==> config.mk <==
export PLATFORM = sky130hd
export DESIGN_NAME = cmp_flag_gen
export DESIGN_NICKNAME = d
export VERILOG_FILES = /design/src/rtl/cmp_flag_gen.sv
export SDC_FILE = /design/constraint.sdc
export NUM_CORES = 1
export LEC_CHECK = 0
export ABC_AREA = 0
export CAP_MARGIN = 40
export CORE_UTILIZATION = 50
export DETAILED_ROUTE_END_ITERATION = 10
export GPL_ROUTABILITY_DRIVEN = 1
export HOLD_SLACK_MARGIN = 0.06
export PLACE_DENSITY = 0.79
export SYNTH_ARGS = -nofsm -noshare
export SYNTH_HDL_FRONTEND = slang
export SYNTH_SLANG_ARGS = --single-unit
export TNS_END_PERCENT = 1
==> constraint.sdc <==
create_clock -name clk -period 3.3 [get_ports clk]
set_clock_uncertainty 0.15 [all_clocks]
set_input_delay 0.99 -clock clk [delete_from_list [all_inputs] [get_ports clk]]
set_output_delay 0.99 -clock clk [all_outputs]
set_load 0.01 [all_outputs]
==> src/rtl/cmp_flag_gen.sv <==
// Iterative MSB-first magnitude comparator producing less/equal flags plus the carried comparison code.
// Optional build macro EARLY_EXIT_EN: finish the scan on the first differing digit instead of after all N.
module cmp_flag_gen #(
   parameter int WIDTH   = 32,
   parameter int DIGIT_W = 4
) (
   input  logic             clk,
   input  logic             rst,
   input  logic             in_valid,
   output logic             in_ready,
   input  logic [WIDTH-1:0] src1,
   input  logic [WIDTH-1:0] src2,
   input  logic             is_signed,
   input  logic [2:0]       comp_i,
   output logic             out_valid,
   input  logic             out_ready,
   output logic             less,
   output logic             equal,
   output logic [2:0]       comp_o,
   output logic             busy,
   output logic [1:0]       dbg_state
);

   localparam int N     = WIDTH / DIGIT_W;
   localparam int IDX_W = (N > 1) ? $clog2(N) : 1;

   // Handshake: a transfer happens on a rising edge where valid and ready are both high;
   // in_ready is only high in IDLE, out_valid only in DONE, and neither side waits on the other.
   typedef enum logic [1:0] {
      S_IDLE = 2'd0,
      S_SCAN = 2'd1,
      S_DONE = 2'd2
   } state_t;

   state_t             state_q, state_d;
   logic [WIDTH-1:0]   a_q, a_d, b_q, b_d;
   logic [IDX_W-1:0]   idx_q, idx_d;
   logic               decided_q, decided_d;
   logic               less_q, less_d;
   logic               equal_q, equal_d;
   logic [2:0]         comp_q, comp_d;
   logic [DIGIT_W-1:0] digit_a, digit_b;

   // Operands shift left each scan cycle, so the current digit is always the top one.
   assign digit_a = a_q[WIDTH-1 -: DIGIT_W];
   assign digit_b = b_q[WIDTH-1 -: DIGIT_W];

   always_comb begin
      state_d   = state_q;
      a_d       = a_q;
      b_d       = b_q;
      idx_d     = idx_q;
      decided_d = decided_q;
      less_d    = less_q;
      equal_d   = equal_q;
      comp_d    = comp_q;
      case (state_q)
         S_IDLE: begin
            if (in_valid) begin
               a_d = src1;
               b_d = src2;
               // Flipping both sign bits maps two's-complement order onto unsigned order.
               if (is_signed) begin
                  a_d[WIDTH-1] = ~src1[WIDTH-1];
                  b_d[WIDTH-1] = ~src2[WIDTH-1];
               end
               comp_d    = comp_i;
               idx_d     = IDX_W'(N - 1);
               decided_d = 1'b0;
               state_d   = S_SCAN;
            end
         end
         S_SCAN: begin
            a_d = a_q << DIGIT_W;
            b_d = b_q << DIGIT_W;
            if (!decided_q && (digit_a != digit_b)) begin
               less_d    = (digit_a < digit_b);
               equal_d   = 1'b0;
               decided_d = 1'b1;
`ifdef EARLY_EXIT_EN
               state_d   = S_DONE;
`endif
            end
            if (idx_q == '0) begin
               if (!decided_q && (digit_a == digit_b)) begin
                  less_d  = 1'b0;
                  equal_d = 1'b1;
               end
               state_d = S_DONE;
            end else begin
               idx_d = idx_q - IDX_W'(1);
            end
         end
         S_DONE: begin
            if (out_ready) state_d = S_IDLE;
         end
         default: state_d = S_IDLE;
      endcase
   end

   always_ff @(posedge clk or posedge rst) begin
      if (rst) begin
         state_q   <= S_IDLE;
         a_q       <= '0;
         b_q       <= '0;
         idx_q     <= '0;
         decided_q <= 1'b0;
         less_q    <= 1'b0;
         equal_q   <= 1'b0;
         comp_q    <= 3'b000;
      end else begin
         state_q   <= state_d;
         a_q       <= a_d;
         b_q       <= b_d;
         idx_q     <= idx_d;
         decided_q <= decided_d;
         less_q    <= less_d;
         equal_q   <= equal_d;
         comp_q    <= comp_d;
      end
   end

   assign in_ready  = (state_q == S_IDLE) && !rst;
   assign out_valid = (state_q == S_DONE);
   assign busy      = (state_q != S_IDLE);
   assign less      = less_q;
   assign equal     = equal_q;
   assign comp_o    = comp_q;
   assign dbg_state = state_q;

endmodule

# After elaboration in Yosys (flattened, before gate mapping)
# Index checks and enable logic that the tools add are counted.
# totals
output_inout_bits	10
ff_bits	75
elab_cells	57
# classes
addsub	1
n_reduce_logical	14
n_eq_ne	9
magnitude_cmp	1
muxes	22
n_bitwise	2
# ops
cell	count
$pmux W32 S2	2
$mux W32	2
$mux W1	10
$reduce_and A3 Y1	3
$ne A2 B2 Y1 const B	4
$mux W2	3
$mux W3	2
$pmux W2 S3	1
$pmux W3 S2	1
$eq A4 B4 Y1	1
$lt A4 B4 Y1	1
$ne A4 B4 Y1	1
$reduce_and A2 Y1	2
$reduce_bool A2 Y1	2
$logic_and A1 B1 Y1	3
$logic_not A3 Y1	1
$sub A3 B1 Y3 const B	1
$eq A2 B1 Y1 const B	1
$eq A2 B2 Y1 const B	1
$logic_not A1 Y1	2
$logic_not A2 Y1	1
$ne A2 B1 Y1 const B	1
$not A1 Y1	2
$pmux W1 S2	1

# Depth between registers and ports, before layout
# Gate-level depths: netlist (run 1).
# logic_depth
word_depth	5
ltp_mapped	6
depth_no_buf	6

# Least setup slack after synthesis (run 1)
# No wires, ideal clock.
# synth_timing
path_type	input to output
start	in rst
end	out in_ready
arrival_time_ns	1.159
path_slack_ns	1.001
path_buffers	0
t_required_ns	2.160
cell_stages	1
path_cell_list	nor2_1
# synth_between
elab_chain_cells	2
# synth_rtl
item	line	rtl
start: declaration	8	input logic rst,
$logic_not A1 Y1	123	assign in_ready = (state_q == S_IDLE) && !rst;
$logic_and A1 B1 Y1	123	
end: declaration	10	output logic in_ready,
# No other way between the ends.

# Worst setup path after layout (run 1)
# Ends and elaborated chain as after synthesis.

==> results of run 1 <==
[final timing paths]
kind,startpoint,end,slack (ns)
min,a_q[0],a_q[4],0.33
max in group asynchronous,rst,a_q[0],1.49
max,rst,in_ready,0.08
min in group asynchronous,rst,b_q[0],0.90
min reg2reg,a_q[0],a_q[4],0.33
max reg2reg,dbg_state[0],b_q[29],1.19
[kinds of logic (layout without fill, tap and decap cells)]
logic type,Yosys count,after routing,share of synthesized area [%]
AO/OA/AOI/OAI,78,78,11.9
XOR/XNOR,2,2,0.494
adder cells (fa/ha/maj),6,6,2.12
buffers and inverters,31,111,5.86
flip-flops,75,75,52.9
multiplexers,56,56,15.9
AND/OR/NAND/NOR,93,93,10.8
[per-stage QoR]
stage	cell area [µm²]	total power [mW]	hold slack [ns]	utilization, %	cells
floorplan	3550	2.56	0.299	-	341
global placement	4390	2.84	0.312	64.2	501
detailed placement	4390	2.91	0.316	64.2	501
CTS	4610	3.71	0.334	67.5	517
global route	4610	3.94	0.348	67.5	517
finish	4610	3.67	0.334	67.5	517
[layout make-up]
class                      count  area [µm²]
fill                         570        2220
sequential                    75        1880
multi-input combinational    235        1480
timing repair buffer          87         881
clock buffer                  10         138
tap                           96         120
clock inverter                 6        88.8
inverter                       8        31.3
[layer usage]
layer | share of wire, % | vias to the layer above | global-route usage [%]
met5 | 0 | - | 0
met4 | 1.0 | 0 | 7.73
met3 | 4.2 | 7 | 4.57
met2 | 50 | 53 | 32.2
met1 | 45 | 1234 | 26.9
li1 | - | 1312 | -
[synthesized netlist by cell type, drive strengths merged]
cell type,count
nand4,1
a22oi,3
nor2b,4
a21oi,6
nand2b,1
o21ai,63
a32o,1
buf,18
or2,1
nand2,74
a22o,2
nor3b,1
ha,6
a221o,1
xor2,2
clkbuf,5
dfrtp,75
nor3,2
mux2i,52
o211ai,1
nor2,9
inv,8
mux2,4
a211o,1
[sequential cells by signal, indices dropped and copies added, names as in the netlist, named ones only]
| signal | cells |
|---|---|
| less | 1 |
| decided_q | 1 |
| dbg_state | 2 |
| a_q | 32 |
| comp_o | 3 |
| idx_q | 3 |
| b_q | 32 |
[cell usage in the layout, fill, tap and decap left out, drive strengths merged, types with 6 or more instances in the layout]
cell / netlist / final
dfrtp: 75 / 75
ha: 6 / 6
nand2: 74 / 74
a21oi: 6 / 6
nor2: 9 / 9
buf: 18 / 6
inv: 8 / 7
clkbuf: 5 / 10
mux2i: 52 / 52
o21ai: 63 / 63
clkdlybuf4s50: 0 / 81
[power groups by stage]
stage               Clock, mW  Sequential [mW]  Combinational, mW
CTS                     0.803             1.45               1.46
finish                  0.791             1.44               1.44
floorplan                   0             1.42               1.13
detailed placement          0             1.46               1.45
global placement            0             1.45               1.39
global route            0.845             1.48               1.62
[worst reg2reg max path, cell delays in order, from the launching register on]
cell,delay (ns)
dfrtp_1,0.53
nor2b_4,0.71
buf_4,0.42
o21ai_0,0.17
==> flow_summary_export.csv, run 1 <==
group,metric,value,unit
status,outcome,"completed",
final_layout,syn2layout_area_growth,30.0,%
critical_path,cp_top_family,"buffers and inverters",
clock_network,clock_latency,0.34,ns
sta,period_share,97.7,%
drt,num_vias,2606,
drt,drt_first_iter_violations,157,
drt,vias_per_cell,5.04,
clock_network,path_clk_slew,0.08,ns
critical_path,critPathRequiredTime,2.16,ns
critical_path,path_cells,"clkdlybuf4s50_1 -> nor2_1 -> clkdlybuf4s50_1",
sta,drv_slew,0,
floorplanning,rows,30,
grt,grtUsageTotal,20.1,%
critical_path,worst-path-stages,3,
flow_run,maxCapViolCount,0,
sta,fin_ws,0.0761,ns
clock_network,cts_sinks,75,
floorplanning,dieArea,0.00743,mm²
synth,syn-num-nets,419,
placement,place_congestion,0.744,
synth,yosys_warnings,0,
power,pwr-share-clk,21.5,%
synth,synth_area_leaders,"dfrtp_1 53%, mux2i_1 15%, nand2_1 7.7%",
power,power_density,796,mW/mm²
sta,hold_viol_final,0,
grt,grt_pass1_vias,2476,
power,p_switching,1.32,mW
power,seq_power_share,39.3,%
drt,drc,0,
placement,io_buffers,81,
grt,antenna_found_initial,0,
synth,yosys.area.top_type,"dfrtp_1",
critical_path,worstSetupPathType,"in -> out",
synth,postSynthCellCount,341,
sta,grt_setup_unrepaired,"no",
critical_path,path_buf_inv,2,
drt,ant_nets,0,
clock_network,cts_resized,0,
synth,yosys_register_bits,75,
final_layout,drive_above_1_share,7.60,%
clock_network,cts_buffer_depth,2,
critical_path,ff2ff_path_depth,3,
critical_path,cpPeakStageDelay,0.54,ns
min_path,min_path_cells,2,
floorplanning,io_pins,82,
power,p_comb_share,39.1,%
synth,synth.top_cell.area_share,52.9,%
placement,dp_hpwl,5.01,mm
placement,preCtsSetupSlack,0.0816,ns
critical_path,start_kind,"input port",
sta,finalSetupViolCount,0,
sta,worstMarginPinSlew,0.760,ns
synth,netlist_area,0.00355,mm²
drt,wire_per_inst,13.7,µm
sta,period_needed,3.22,ns
clock_network,numCtsBuffers,9,
drt,drt_first_pass_iters,4,
clock_network,cts_setup_buffers,0,
floorplanning,dieWidth,86.2,µm
floorplanning,core_area,0.00683,mm²
final_layout,diodes,0,
power,p_leak,1.93,nW
critical_path,cp-end-kind,"primary output",
sta,finalSetupTns,0,ns
drt,wl,7.10,mm
power,p_int,2.35,mW
clock_network,clockRootBuffer,"clkbuf_8",
clock_network,htreeDepth,3,
synth,synth_seq_area_share,52.9,%
clock_network,cts_tree,"yes",
clock_network,cts_hold_buf,0,
synth,yosysUniqueCellTypes,30,
sta,max_freq,310,MHz
grt,grt_max_degree,55,
critical_path,cp_max_fo,2,
grt,grt_overflow,0,
grt,grt_pass1_wl,11.5,mm
critical_path,crit_slowest_cell,"clkdlybuf4s50_1",
power,swShare,36.0,%
critical_path,cp_common_cell,"clkdlybuf4s50_1",
sta,relSlewSlack,49.2,%
final_layout,final_nets,494,
power,ir_worst_vdd,0.795,mV
floorplanning,start_util,51.9,%
synth,synth_area_per_cell,10.4,µm²
min_path,hold_class,"reg -> reg",
critical_path,cp.arrival,2.08,ns
floorplanning,die_h,86.2,µm
Note: power is estimated with default switching activity, not from simulation.
==> run 2, diff against run 1 <==
--- a/config.mk
+++ b/config.mk
@@ -7,11 +7,12 @@
 export LEC_CHECK = 0
 export ABC_AREA = 0
 export CAP_MARGIN = 40
-export CORE_UTILIZATION = 50
+export CORE_UTILIZATION = 52
+export CTS_BUF_LIST = sky130_fd_sc_hd__clkbuf_2 sky130_fd_sc_hd__clkbuf_4 sky130_fd_sc_hd__clkbuf_8
 export DETAILED_ROUTE_END_ITERATION = 10
 export GPL_ROUTABILITY_DRIVEN = 1
 export HOLD_SLACK_MARGIN = 0.06
-export PLACE_DENSITY = 0.79
+export PLACE_DENSITY = 0.82
 export SYNTH_ARGS = -nofsm -noshare
 export SYNTH_HDL_FRONTEND = slang
 export SYNTH_SLANG_ARGS = --single-unit
==> run 2 against run 1 <==
  * The run now ends with design-rule violations left
  * Critical endpoint unchanged
  * Highest routed layer unchanged
  * Worst setup slack better by 0.012 ns
  * Combinational power about the same
  * Final area down 1.1%
  * Routed wire length up 3.1%
  * Largest power group unchanged
  * Register-to-register slack better by 0.14 ns
  * Clock power down 9.6%
==> flow_summary_export.csv, run 2 (synthesis results as in run 1) <==
group,metric,value,unit
clock_network,cts_resized,0,
grt,grt_pass1_vias,2716,
grt,grt_overflow,0,
floorplanning,start_util,54.9,%
floorplanning,dieArea,0.00716,mm²
grt,antenna_found_initial,0,
min_path,hold_class,"reg -> reg",
power,ir_worst_vdd,0.628,mV
sta,drv_slew,0,
sta,period_needed,3.21,ns
final_layout,final_cell_mix,"81 x clkdlybuf4s50_1, 75 x dfrtp_1, 73 x nand2_1, 52 x mux2i_1, 48 x o21ai_1",
drt,ant_nets,0,
critical_path,reg2reg_to,"b_q[18]",
critical_path,r2r_start,"dbg_state[0]",
final_layout,top_regs,"a_q x32, b_q x32",
sta,hold_viol_final,0,
floorplanning,core_area,0.00646,mm²
clock_network,cts_buffer_depth,2,
critical_path,cpPeakStageDelay,0.54,ns
grt,grtUsageTotal,22.4,%
critical_path,cp.arrival,2.07,ns
placement,dp_hpwl,5.07,mm
final_layout,final_common_cell,"clkdlybuf4s50_1",
floorplanning,die_h,84.6,µm
sta,max_freq,311,MHz
clock_network,clock_latency,0.35,ns
drt,wire_per_inst,14.7,µm
critical_path,path_buf_inv,2,
sta,grt_setup_unrepaired,"no",
clock_network,cts_setup_buffers,0,
critical_path,endpoint,"in_ready",
drt,drt_first_iter_violations,153,
final_layout,final_nets,494,
critical_path,path_cells,"clkdlybuf4s50_1 -> nor2_1 -> clkdlybuf4s50_1",
sta,period_share,97.3,%
floorplanning,dieWidth,84.6,µm
critical_path,crit_slowest_cell,"clkdlybuf4s50_1",
clock_network,numCtsBuffers,9,
critical_path,cp_max_fo,2,
placement,dp.cells,482,
clock_network,clockRootBuffer,"clkbuf_8",
final_layout,fin_cells,497,
sta,relSlewSlack,66.0,%
flow_run,maxCapViolCount,0,
sta,finalSetupTns,0,ns
grt,grt_pass1_wl,12.5,mm
critical_path,cp-startpoint,"rst",
critical_path,r2r_setup_slack,1.33,ns
power,p_leak,1.92,nW
critical_path,worst-path-stages,3,
placement,place_congestion,0.745,
clock_network,path_clk_slew,0.08,ns
clock_network,htreeDepth,3,
critical_path,cp_top_family,"buffers and inverters",
status,violations,"design-rule violations",
drt,drc,4,
critical_path,ff2ff_path_depth,4,
final_layout,fill_cells,507,
grt,grt_max_degree,83,
clock_network,cts_hold_buf,0,
floorplanning,io_pins,82,
status,outcome,"finished with violations",
placement,io_buffers,81,
final_layout,diodes,0,
sta,worstMarginPinSlew,0.509,ns
drt,num_vias,2661,
floorplanning,rows,29,
drt,wl,7.32,mm
drt,drt_first_pass_iters,7,
critical_path,cp_common_cell,"clkdlybuf4s50_1",
critical_path,cp-end-kind,"primary output",
power,power_density,791,mW/mm²
clock_network,cts_tree,"yes",
sta,finalSetupViolCount,0,
final_layout,drive_above_1_share,7.38,%
final_layout,syn2layout_area_growth,28.6,%
critical_path,worstSetupPathType,"in -> out",
critical_path,critPathRequiredTime,2.16,ns
clock_network,cts_sinks,75,
critical_path,start_kind,"input port",
drt,vias_per_cell,5.35,
final_layout,fin_area,0.00456,mm²
placement,placed_area,0.00436,mm²
run 2: changes by cell type in the layout (fill, tap and decap cells not counted), sizes merged:
cell    before  now
bufinv       2    1
clkbuf      10   11
clkinv       3    2
run 2: final cells by class:
cell class	count	area [µm²]	share of cell area (%)
Sequential cell	75	1880	41.1
Multi-Input combinational cell	235	1480	32.4
Timing Repair Buffer	87	881	19.3
Clock buffer	11	151	3.32
Tap cell	77	96.3	2.11
Clock inverter	4	50.0	1.10
Inverter	8	31.3	0.685
run 2: power by group:
group          internal [mW]  switching (mW)  total (mW)
clock                  0.385           0.330       0.715
combinational          0.649           0.798        1.45
sequential              1.25           0.192        1.45
total                   2.29            1.32        3.61
run 2: per-stage QoR:
stage                     utilization, %  total power [mW]  hold WS, ns  setup slack, ns
after floorplan                        -              2.56        0.299            0.250
after global placement              67.5              2.84        0.311           0.0875
after detailed placement            67.5              2.92        0.325           0.0929
after CTS                           70.7              3.64        0.334           0.0810
after global routing                70.7              3.87        0.352           0.0686
final                               70.7              3.61        0.332           0.0882
run 2: metal layers:
| layer | vias up | GRT usage, % | wire length [µm] |
|---|---|---|---|
| met5 | - | 0 | 0 |
| met1 | 1289 | 28.6 | 3270 |
| met4 | 0 | 9.86 | 132 |
| li1 | 1310 | - | - |
| met2 | 51 | 37.6 | 3620 |
| met3 | 11 | 4.23 | 294 |
run 2: how the worst min path moves through the flow:
| stage | from | slack [ns] | end | cells after the start |
|---|---|---|---|---|
| final | a_q[2] | 0.33 | a_q[6] | 2 |
| after floorplan | b_q[25] | 0.30 | b_q[29] | 2 |
| after detailed placement | a_q[24] | 0.32 | a_q[28] | 2 |
| after global routing | a_q[24] | 0.35 | a_q[28] | 2 |
| after CTS | a_q[2] | 0.33 | a_q[6] | 2 |
| after global placement | a_q[1] | 0.31 | a_q[5] | 2 |
run 2: worst register-to-register path: cells and delay by family (launching register included):
kind / cells / cell delay, ns
AND/OR/NAND/NOR: 2 / 0.63
flip-flops: 1 / 0.53
buffers and inverters: 1 / 0.47
AO/OA/AOI/OAI: 1 / 0.11
==> run 3, diff against run 2 <==
--- a/config.mk
+++ b/config.mk
@@ -6,7 +6,7 @@
 export NUM_CORES = 1
 export LEC_CHECK = 0
 export ABC_AREA = 0
-export CAP_MARGIN = 40
+export CAP_MARGIN = 20
 export CORE_UTILIZATION = 52
 export CTS_BUF_LIST = sky130_fd_sc_hd__clkbuf_2 sky130_fd_sc_hd__clkbuf_4 sky130_fd_sc_hd__clkbuf_8
 export DETAILED_ROUTE_END_ITERATION = 10
==> results of run 3 <==
Same layout as run 2: the final DEF is identical, and so are final timing and power.
